<file path="src/rtl/muldiv_unit.sv">
// rtl/muldiv_unit.sv - iterative HI/LO multiply/divide unit
//
// Purpose: computes MULT, MULTU, DIV and DIVU one bit per cycle. The result
// lands in the architectural HI/LO registers 33 cycles after the accepting
// edge. HI and LO can also be written directly while the unit is idle.
//
// Ports:
//   clk          clock; all state changes on its rising edge
//   reset        asynchronous active-low reset
//   start        launch an operation (sampled only in IDLE)
//   op           00 MULT, 01 MULTU, 10 DIV, 11 DIVU
//   a, b         rs / rt operands, captured on the accepting edge
//   mthi, mtlo   direct-write strobes for HI / LO (IDLE, start low)
//   wdata        data for mthi / mtlo
//   busy         operation in flight (MUL, DIV, FIN)
//   done         one-cycle pulse while in FIN (HI/LO just updated)
//   divzero      last completed divide had b == 0; held until next done
//   hi, lo       architectural HI and LO
module muldiv_unit #(
  parameter int WIDTH = 32
) (
  input  logic             clk,
  input  logic             reset,
  input  logic             start,
  input  logic [1:0]       op,
  input  logic [WIDTH-1:0] a,
  input  logic [WIDTH-1:0] b,
  input  logic             mthi,
  input  logic             mtlo,
  input  logic [WIDTH-1:0] wdata,
  output logic             busy,
  output logic             done,
  output logic             divzero,
  output logic [WIDTH-1:0] hi,
  output logic [WIDTH-1:0] lo
);

  localparam logic [1:0] S_IDLE = 2'd0;
  localparam logic [1:0] S_MUL  = 2'd1;
  localparam logic [1:0] S_DIV  = 2'd2;
  localparam logic [1:0] S_FIN  = 2'd3;

  localparam int CW = $clog2(WIDTH) + 1;

  logic [1:0]         state;
  logic [CW-1:0]      cnt;
  // Shared working register.
  //   MUL: upper half = partial product, lower half = multiplier (shifted out)
  //   DIV: upper half = partial remainder, lower half = dividend -> quotient
  logic [2*WIDTH-1:0] acc;
  logic [WIDTH-1:0]   opnd;     // multiplicand / divisor magnitude
  logic [WIDTH-1:0]   a_q;      // original dividend, returned as HI on b == 0
  logic               neg_q;    // negate product / quotient
  logic               rneg_q;   // negate remainder (dividend was negative)
  logic               bzero_q;
  logic [WIDTH-1:0]   hi_q;
  logic [WIDTH-1:0]   lo_q;
  logic               dz_q;

  // Operand magnitudes at the accepting edge; op[0] = 0 selects signed forms.
  logic             is_signed;
  logic             a_neg;
  logic             b_neg;
  logic [WIDTH-1:0] a_mag;
  logic [WIDTH-1:0] b_mag;

  assign is_signed = ~op[0];
  assign a_neg     = is_signed & a[WIDTH-1];
  assign b_neg     = is_signed & b[WIDTH-1];
  assign a_mag     = a_neg ? -a : a;
  assign b_mag     = b_neg ? -b : b;

  // Shift-add step: add multiplicand when the current multiplier LSB is set,
  // then shift the whole accumulator right, keeping the carry.
  logic [WIDTH:0]     mul_sum;
  logic [2*WIDTH-1:0] mul_next;

  assign mul_sum  = {1'b0, acc[2*WIDTH-1:WIDTH]} + (acc[0] ? {1'b0, opnd} : '0);
  assign mul_next = {mul_sum, acc[WIDTH-1:1]};

  // Restoring step: the shifted remainder is below 2*divisor, so the signed
  // difference fits in WIDTH+1 bits and its top bit is the borrow.
  logic [WIDTH:0]     div_trial;
  logic [2*WIDTH-1:0] div_next;

  assign div_trial = {acc[2*WIDTH-1:WIDTH], acc[WIDTH-1]} - {1'b0, opnd};
  assign div_next  = div_trial[WIDTH] ? {acc[2*WIDTH-2:0], 1'b0}
                                      : {div_trial[WIDTH-1:0], acc[WIDTH-2:0], 1'b1};

  // Sign correction applied on the commit cycle.
  logic [2*WIDTH-1:0] prod_fix;
  logic [WIDTH-1:0]   quo_fix;
  logic [WIDTH-1:0]   rem_fix;

  assign prod_fix = neg_q  ? -acc : acc;
  assign quo_fix  = neg_q  ? -acc[WIDTH-1:0] : acc[WIDTH-1:0];
  assign rem_fix  = rneg_q ? -acc[2*WIDTH-1:WIDTH] : acc[2*WIDTH-1:WIDTH];

  always_ff @(posedge clk or negedge reset) begin
    if (!reset) begin
      state   <= S_IDLE;
      cnt     <= '0;
      acc     <= '0;
      opnd    <= '0;
      a_q     <= '0;
      neg_q   <= 1'b0;
      rneg_q  <= 1'b0;
      bzero_q <= 1'b0;
      hi_q    <= '0;
      lo_q    <= '0;
      dz_q    <= 1'b0;
    end else begin
      case (state)
        S_IDLE: begin
          if (start) begin
            state   <= op[1] ? S_DIV : S_MUL;
            cnt     <= '0;
            acc     <= {{WIDTH{1'b0}}, (op[1] ? a_mag : b_mag)};
            opnd    <= op[1] ? b_mag : a_mag;
            a_q     <= a;
            neg_q   <= a_neg ^ b_neg;
            rneg_q  <= a_neg;
            bzero_q <= (b == '0);
          end else begin
            if (mthi) hi_q <= wdata;
            if (mtlo) lo_q <= wdata;
          end
        end
        // Cycles 1..WIDTH iterate; the following cycle commits to HI/LO.
        S_MUL: begin
          if (cnt == CW'(WIDTH)) begin
            hi_q  <= prod_fix[2*WIDTH-1:WIDTH];
            lo_q  <= prod_fix[WIDTH-1:0];
            dz_q  <= 1'b0;
            state <= S_FIN;
          end else begin
            acc <= mul_next;
            cnt <= cnt + 1'b1;
          end
        end
        S_DIV: begin
          if (cnt == CW'(WIDTH)) begin
            if (bzero_q) begin
              hi_q <= a_q;
              lo_q <= '1;
              dz_q <= 1'b1;
            end else begin
              hi_q <= rem_fix;
              lo_q <= quo_fix;
              dz_q <= 1'b0;
            end
            state <= S_FIN;
          end else begin
            acc <= div_next;
            cnt <= cnt + 1'b1;
          end
        end
        default: begin
          state <= S_IDLE;
        end
      endcase
    end
  end

  assign busy    = (state != S_IDLE);
  assign done    = (state == S_FIN);
  assign divzero = dz_q;
  assign hi      = hi_q;
  assign lo      = lo_q;

endmodule
</file>
<file path="config.mk">
export PLATFORM = sky130hd
export DESIGN_NAME = muldiv_unit
export DESIGN_NICKNAME = d
export VERILOG_FILES = /design/src/rtl/muldiv_unit.sv
export SDC_FILE = /design/constraint.sdc
export NUM_CORES = 1
export LEC_CHECK = 0
export ABC_AREA = 1
export ABC_CLOCK_PERIOD_IN_PS = 3600
export CAP_MARGIN = 20
export CORE_ASPECT_RATIO = 2
export CORE_UTILIZATION = 62
export DETAILED_ROUTE_END_ITERATION = 10
export GPL_TIMING_DRIVEN = 0
export HOLD_SLACK_MARGIN = 0.02
export MAX_ROUTING_LAYER = met4
export PLACE_DENSITY = 0.84
export SYNTH_ARGS = -nofsm -noshare
export SYNTH_HDL_FRONTEND = slang
export SYNTH_SLANG_ARGS = --single-unit
</file>
<file path="constraint.sdc">
create_clock -name clk -period 3.6 [get_ports clk]
set_input_delay 0.72 -clock clk [delete_from_list [all_inputs] [get_ports clk]]
set_output_delay 0.72 -clock clk [all_outputs]
set_load 0.01 [all_outputs]
</file>
==> metrics.csv, run 1 <==
metric;value;unit
post_cts_resize_count;0;
yosysWarnings;0;
lastStage;global routing;
portBuffers;168;
yosysSeqAreaShare;24.8;%
ios;170;
avgSynthCellArea;5.85;sq um
grt_max_degree;118;
place_hpwl;76700;um
grt_util_all_layers;71.6;%
syn_area;20600;sq um
holdBufCountCts;0;
firstError;[ERROR GRT-0116] Global routing finished with congestion. Check the congestion regions in the DRC Viewer.;
ys_seq_elements;204;
grt_pass1_wl;179000;um
fp-row-count;94;
post_cts_buffers;0;
die_y;260;um
grt.overflow.total;224;
die_w;131;um
first_global_vias;27743;
htree_levels;1;
synth_fp_nets;3699;
clkSinkCount;204;
gp_congestion;1.36;
synth_cells;3519;
initial_core_util;62.7;%
synth_cell_types;51;
cts_max_path_buffers;3;
numCtsBuffers;20;
status;stopped before the end;
root_buffer;clkbuf_16;
## metal layers
metal / GRT usage [%] / GRT overflow
met4: 71.3 / 72
met2: 90.0 / 150
met3: 50.8 / 1
met1: 68.7 / 1
met5: - / -
## Yosys cell counts (all sizes together)
library cell | count | area share, %
clkbuf | 77 | 1.4
nor4 | 4 | 0.12
dfrtp | 204 | 25
nand4 | 37 | 1.1
o211ai | 19 | 0.69
o221ai | 3 | 0.13
o21bai | 7 | 0.26
or2 | 9 | 0.27
ha | 75 | 4.6
o2bb2ai | 1 | 0.043
a31o | 5 | 0.21
clkinv | 6 | 0.11
o22ai | 37 | 1.1
a31oi | 11 | 0.33
a221oi | 8 | 0.34
buf | 58 | 1.5
xnor2 | 13 | 0.55
a211oi | 2 | 0.073
a22oi | 1 | 0.037
a21oi | 233 | 5.7
xor2 | 67 | 2.9
o31ai | 2 | 0.073
nand2 | 1135 | 21
o41ai | 1 | 0.043
nand3b | 21 | 0.77
o21a | 3 | 0.11
a21o | 4 | 0.15
nor3 | 32 | 0.80
inv | 400 | 7.3
nor2 | 447 | 8.3
and3 | 1 | 0.030
mux2 | 1 | 0.055
nand3 | 339 | 8.6
nor3b | 1 | 0.037
o21ai | 248 | 6.1
fa | 2 | 0.19
and2 | 5 | 0.15
## stage by stage
step                instance area, sq um  hold slack, ns  utilization [%]  worst slack [ns]  instances
CTS                                23500           0.194             71.5             0.367       4154
detailed placement                 22800           0.478             69.6           -0.0879       4120
global placement                   22800           0.470             69.5             -6.54       4119
floorplan                          20600           0.424                -              1.22       3519
## logic make-up after synthesis
| group | synth area share [%] |
|---|---|
| and+or+nand+nor | 41.2 |
| AOI/OAI and AO/OA | 15.4 |
| buffers and inverters | 10.3 |
| DFF | 24.8 |
| xor gates and xnor gates | 3.41 |
| adders and majority gates | 4.76 |
| muxes | 0.0547 |
==> run 2, diff against run 1 <==
--- a/config.mk
+++ b/config.mk
@@ -8,13 +8,10 @@
 export ABC_AREA = 1
 export ABC_CLOCK_PERIOD_IN_PS = 3600
 export CAP_MARGIN = 20
-export CORE_ASPECT_RATIO = 2
-export CORE_UTILIZATION = 62
+export CORE_UTILIZATION = 40
 export DETAILED_ROUTE_END_ITERATION = 10
 export GPL_TIMING_DRIVEN = 0
-export HOLD_SLACK_MARGIN = 0.02
-export MAX_ROUTING_LAYER = met4
-export PLACE_DENSITY = 0.84
+export PLACE_DENSITY_LB_ADDON = 0.15
 export SYNTH_ARGS = -nofsm -noshare
 export SYNTH_HDL_FRONTEND = slang
 export SYNTH_SLANG_ARGS = --single-unit
==> run 2 against run 1 <==
  * The flow now finishes without violations
  * Synthesized cell count is the same
  * Synthesized area did not move
==> metrics.csv, run 2 <==
metric;value;unit
status;finished, final reports clean;
cts_tree;built;
syn_area;20600;sq um
yosys.area.top_type;dfrtp_1;
async_reset_ff_share;100;%
placed_cell_area;23100;sq um
rsz0062_at_grt;no;
wl_per_cell;22.5;um
synth_cells;3519;
synth_fp_nets;3699;
rrSetupSlack;0.21;ns
seq_area;5100;sq um
htree_levels;1;
post_cts_buffers;0;
portBuffers;168;
synth_common_cells;nand2_1 (1,118), nor2_1 (438), inv_1 (390);
drv_cap;0;
die_w;229;um
startpoint_type;register;
grt_max_degree;107;
slew_viol_final;0;
arrival;3.88;ns
p_leak;12.3;nW
fin_cells;4410;
final_area;24100;sq um
yosysWarnings;0;
finalWirelength;99200;um
yosysSeqAreaShare;24.8;%
grt_util_all_layers;37.3;%
synth_cell_types;51;
path_depth;8;
via_count;24808;
cp_max_fo;10;
crit_path_start;state[0];
cp.required;4.09;ns
die_area;52300;sq um
hold_viol_final;0;
setup_viol_count_final;0;
synth_flop_cell;dfrtp_1;
synthTopCellsByArea;dfrtp_1 (25%), nand2_1 (20%), nor2_1 (8.0%);
place_hpwl;82900;um
drive_gt1_share;4.23;%
synth-edff-count;0;
final_cell_mix;nand2_1 (1,118), nor2_1 (438), inv_1 (390);
worst_slew_pin_slew;0.987;ns
firstDrtPassIters;8;
mostFrequentLayoutCell;nand2_1;
multiInputGateArea;13400;sq um
path_class;register to register;
peakVddDrop;0.000523;V
r2r-end;lo[24];
initial_core_util;40.8;%
gp_congestion;1.07;
area_growth;17.0;%
dp_cells;4360;
clk_pin_slew;0.06;ns
cp_slowest_cell;clkinv_1;
fin_crit_sh;94.2;%
drt_iter0_drc;2712;
clkSinkCount;204;
top_register;acc;
worstReg2RegStart;state[0];
clkLatencyLatePin;0.58;ns
avgSynthCellArea;5.85;sq um
antenna_left;0;
path_cells;inv_1 > ha_1 > clkbuf_1 > clkinv_1 > a21oi_1 > clkbuf_1 > o21ai_0 > a21oi_1;
worst_hold_path_type;primary input to async pin;
fp-row-count;82;
cp_num_buf_inv;4;
ys_seq_elements;204;
path_delay_family;buffers and inverters;
ios;170;
die_y;229;um
fillers;5555;
synth_top_cell_area_share;24.8;%
via_per_inst;5.63;
cp_slowest_stage_delay;0.59;ns
first_global_vias;23315;
cp-endpoint;lo[24];
cts_max_path_buffers;3;
synth.most_common_cell;nand2_1;
root_buffer;clkbuf_16;
grt_pass1_wl;146000;um
fmax;295;MHz
layout_setup_ws;0.210;ns
numCtsBuffers;26;
max_slew_margin;34.2;%
core;50500;sq um
antenna_found_initial;3;
dp_slack;0.0423;ns
final_net_count;3896;
rr_worst_depth;8;
grt.overflow.total;0;
drc_errors;0;
largest_reg_flops;64;
p_per_area;1070;nW/um^2
clock_skew;0.0106;ns
critPathCaptureType;register;
min_period;3.39;ns
hold_ws;0.144;ns
-- run 2: cell counts after synthesis --
No cell type changed its count.
-- run 2: cells by family (layout without fill, tap and decap cells) --
family / count (synthesis) / after routing / synth area share, %
buffers and inverters: 541 / 758 / 10.3
flip-flops: 204 / 204 / 24.8
adder cells (fa/ha/maj): 77 / 77 / 4.76
other: 0 / 2 / 0
XOR/XNOR: 80 / 80 / 3.41
multiplexers: 1 / 1 / 0.0547
AND/OR/NAND/NOR: 2031 / 2031 / 41.2
AO/OA/AOI/OAI: 585 / 585 / 15.4
-- run 2: cell type report --
cell class,instances,area share (%)
multi-input combinational,2774,55.4
sequential,204,21.2
clock inverter,18,1.04
inverter,406,6.33
clock buffer,30,2.89
antenna,2,0.0208
buffer,135,2.46
timing repair buffer,169,7.12
tap,672,3.49
-- run 2: report_power, final --
group | total [W] | switching [W] | internal [W]
registers | 0.00477 | 0.00135 | 0.00342
clock network | 0.00291 | 0.00116 | 0.00176
logic | 0.0180 | 0.0125 | 0.00554
-- run 2: repair_timing --
action                     4_1_cts  5_1_grt
hold buffers                     0        0
setup endpoints to repair        0        1
resized for setup                0        1
-- run 2: how the worst min path moves through the flow --
| stage | end | from | depth (start not counted) |
|---|---|---|---|
| final | opnd[28] | reset | 1 |
| after global routing | opnd[28] | reset | 1 |
| after CTS | opnd[28] | reset | 1 |
| after detailed placement | a_q[30] | a_q[30] | 2 |
| after global placement | a_q[30] | a_q[30] | 2 |
| after floorplan | a_q[0] | reset | 0 |
-- run 2: per-stage QoR --
| stage | TNS, ns | util (%) | power (W) |
|---|---|---|---|
| after floorplan | 0 | - | 0.0155 |
| after global placement | -1495.85 | 45.8 | 0.0222 |
| after detailed placement | 0 | 45.8 | 0.0222 |
| after CTS | 0 | 47.7 | 0.0251 |
| after global routing | 0 | 47.7 | 0.0275 |
| final | 0 | 47.7 | 0.0257 |
-- run 2: layer usage --
metal / vias to the layer above / part of all wire (%) / track usage (%) / routed length, um
met1: 11490 / 42 / 50.2 / 41500
met4: 2 / 5.9 / 18.2 / 5900
met5: - / 0.0091 / 0 / 9
li1: 11799 / - / - / -
met3: 250 / 11 / 9.48 / 11000
met2: 1267 / 41 / 55.3 / 40700
Power figures use the tool's default switching activity.
==> run 3, diff against run 2 <==
--- a/config.mk
+++ b/config.mk
@@ -11,6 +11,7 @@
 export CORE_UTILIZATION = 40
 export DETAILED_ROUTE_END_ITERATION = 10
 export GPL_TIMING_DRIVEN = 0
+export MAX_ROUTING_LAYER = met4
 export PLACE_DENSITY_LB_ADDON = 0.15
 export SYNTH_ARGS = -nofsm -noshare
 export SYNTH_HDL_FRONTEND = slang
==> run 3 against run 2 <==
  * Clock skew is 0.0074 ns higher
  * Combinational power about the same
  * Critical path type unchanged
  * Routed wire length grew 3.0%
  * Final cell count stayed put
  * First-iteration DRC count is 8.6% lower
  * Register-to-register slack improved by 0.02 ns
  * Count of clock-buffer cells in the layout increased by 3
  * Fmax grew 0.46%
  * Sequential power barely moved
  * Final area down 0.36%
==> metrics.csv, run 3 (synthesized netlist as in run 2, its figures left out) <==
metric;value;unit
clock_skew;0.0180;ns
fmax;296;MHz
pwr-share-comb;70.8;%
arrival;3.78;ns
worst_hold_path_type;primary input to async pin;
cts_max_path_buffers;3;
die_y;229;um
finalWirelength;102000;um
grt_pass1_wl;149000;um
area_growth;16.6;%
p_per_area;1070;nW/um^2
antenna_left;0;
numCtsBuffers;25;
status;finished, final reports clean;
largest_reg_flops;64;
cp_max_fo;10;
path_class;register to register;
ios;170;
drv_cap;0;
initial_core_util;40.8;%
clkLatencyLatePin;0.57;ns
p_leak;12.2;nW
min_period;3.37;ns
wl_per_cell;23.2;um
mostFrequentLayoutCell;nand2_1;
fin_setup_tns;0;ns
rrSetupSlack;0.23;ns
htree_levels;1;
root_buffer;clkbuf_16;
grt_max_degree;112;
portBuffers;168;
gp_congestion;1.06;
hold_viol_final;0;
dp_slack;-0.139;ns
antenna_found_initial;4;
max_slew_margin;25.7;%
die_w;229;um
via_per_inst;5.60;
firstDrtPassIters;5;
fp-row-count;82;
drive_gt1_share;4.10;%
slew_viol_final;0;
top_register;acc;
worst_slew_pin_slew;1.11;ns
cts_tree;built;
critPathCaptureType;register;
cp.required;4.00;ns
clkSinkCount;204;
grt.overflow.total;0;
die_area;52300;sq um
rsz0062_at_grt;no;
power_switching_share;58.9;%
core;50500;sq um
drt_iter0_drc;2478;
final_cell_mix;nand2_1 (1,118), nor2_1 (438), inv_1 (390);
grt_util_all_layers;39.5;%
final_net_count;3895;
via_count;24683;
startpoint_type;register;
first_global_vias;23175;
power_frac_clock;10.5;%
place_hpwl;85700;um
peakVddDrop;0.000507;V
clk_pin_slew;0.06;ns
power_switching;0.0151;W
layout_setup_ws;0.225;ns
fin_crit_sh;93.7;%
final_util;47.5;%
power_frac_seq;18.7;%
drc_errors;0;
p_int;0.0105;W
setup_viol_count_final;0;
## run 3: cell type report
class	count	area (sq um)
diodes	5	12.5
plain buffers	135	593
clock buffers	33	696
clock inverters	12	154
fillers	5670	26500
inverters	406	1530
multi-input cells	2774	13400
flip-flops and latches	204	5100
well taps	672	841
repair buffers	169	1710
## run 3: path summary, 6_finish.rpt
check	start	cells after the start	to
max in group asynchronous	reset	2	acc[2]
worst min register to register	a_q[12]	2	a_q[12]
worst min-delay path	reset	1	opnd[30]
worst max-delay path	state[0]	9	acc[7]
min in group clk	a_q[12]	2	a_q[12]
worst max register to register	state[0]	9	acc[7]
## run 3: metrics by stage
stage | power [W] | hold WS, ns | instances | instance area [sq um]
floorplan | 0.0155 | 0.424 | 3519 | 20600
global placement | 0.0223 | 0.471 | 4359 | 23100
detailed placement | 0.0223 | 0.477 | 4360 | 23100
CTS | 0.0251 | 0.190 | 4405 | 24000
global route | 0.0274 | 0.234 | 4409 | 24000
finish | 0.0256 | 0.150 | 4410 | 24000
## run 3: power by group through the flow
| stage | Clock (W) | Sequential, W | Combinational [W] |
|---|---|---|---|
| floorplan | 0 | 0.00430 | 0.0112 |
| global placement | 0 | 0.00475 | 0.0176 |
| detailed placement | 0 | 0.00476 | 0.0176 |
| CTS | 0.00270 | 0.00472 | 0.0176 |
| global route | 0.00280 | 0.00486 | 0.0198 |
| finish | 0.00269 | 0.00479 | 0.0182 |
## run 3: timing repair
item	4_1_cts	5_1_grt
resized for setup	0	2
buffers inserted	0	0
endpoints found under the setup margin	0	2
hold buffers	0	0
## run 3: metal layers
layer  part of all wire [%]  vias to the layer above  GRT usage [%]  wire length (um)
met4                    5.2                        0           18.3              5330
met5                      0                        -              -                 0
met2                     41                     1154           56.9             42300
li1                       -                    11791              -                 -
met3                    9.3                      231           7.52              9500
met1                     44                    11507           53.1             45000
## run 3: critical path, cell delays in order, from the launching register on
cell and delay (ns):
dfrtp_1 0.40, inv_1 0.09, ha_1 0.29, clkbuf_1 0.35
clkinvlp_4 0.35, clkbuf_1 0.53, buf_1 0.49, nand2_1 0.11
a21oi_1 0.43, o22ai_1 0.17
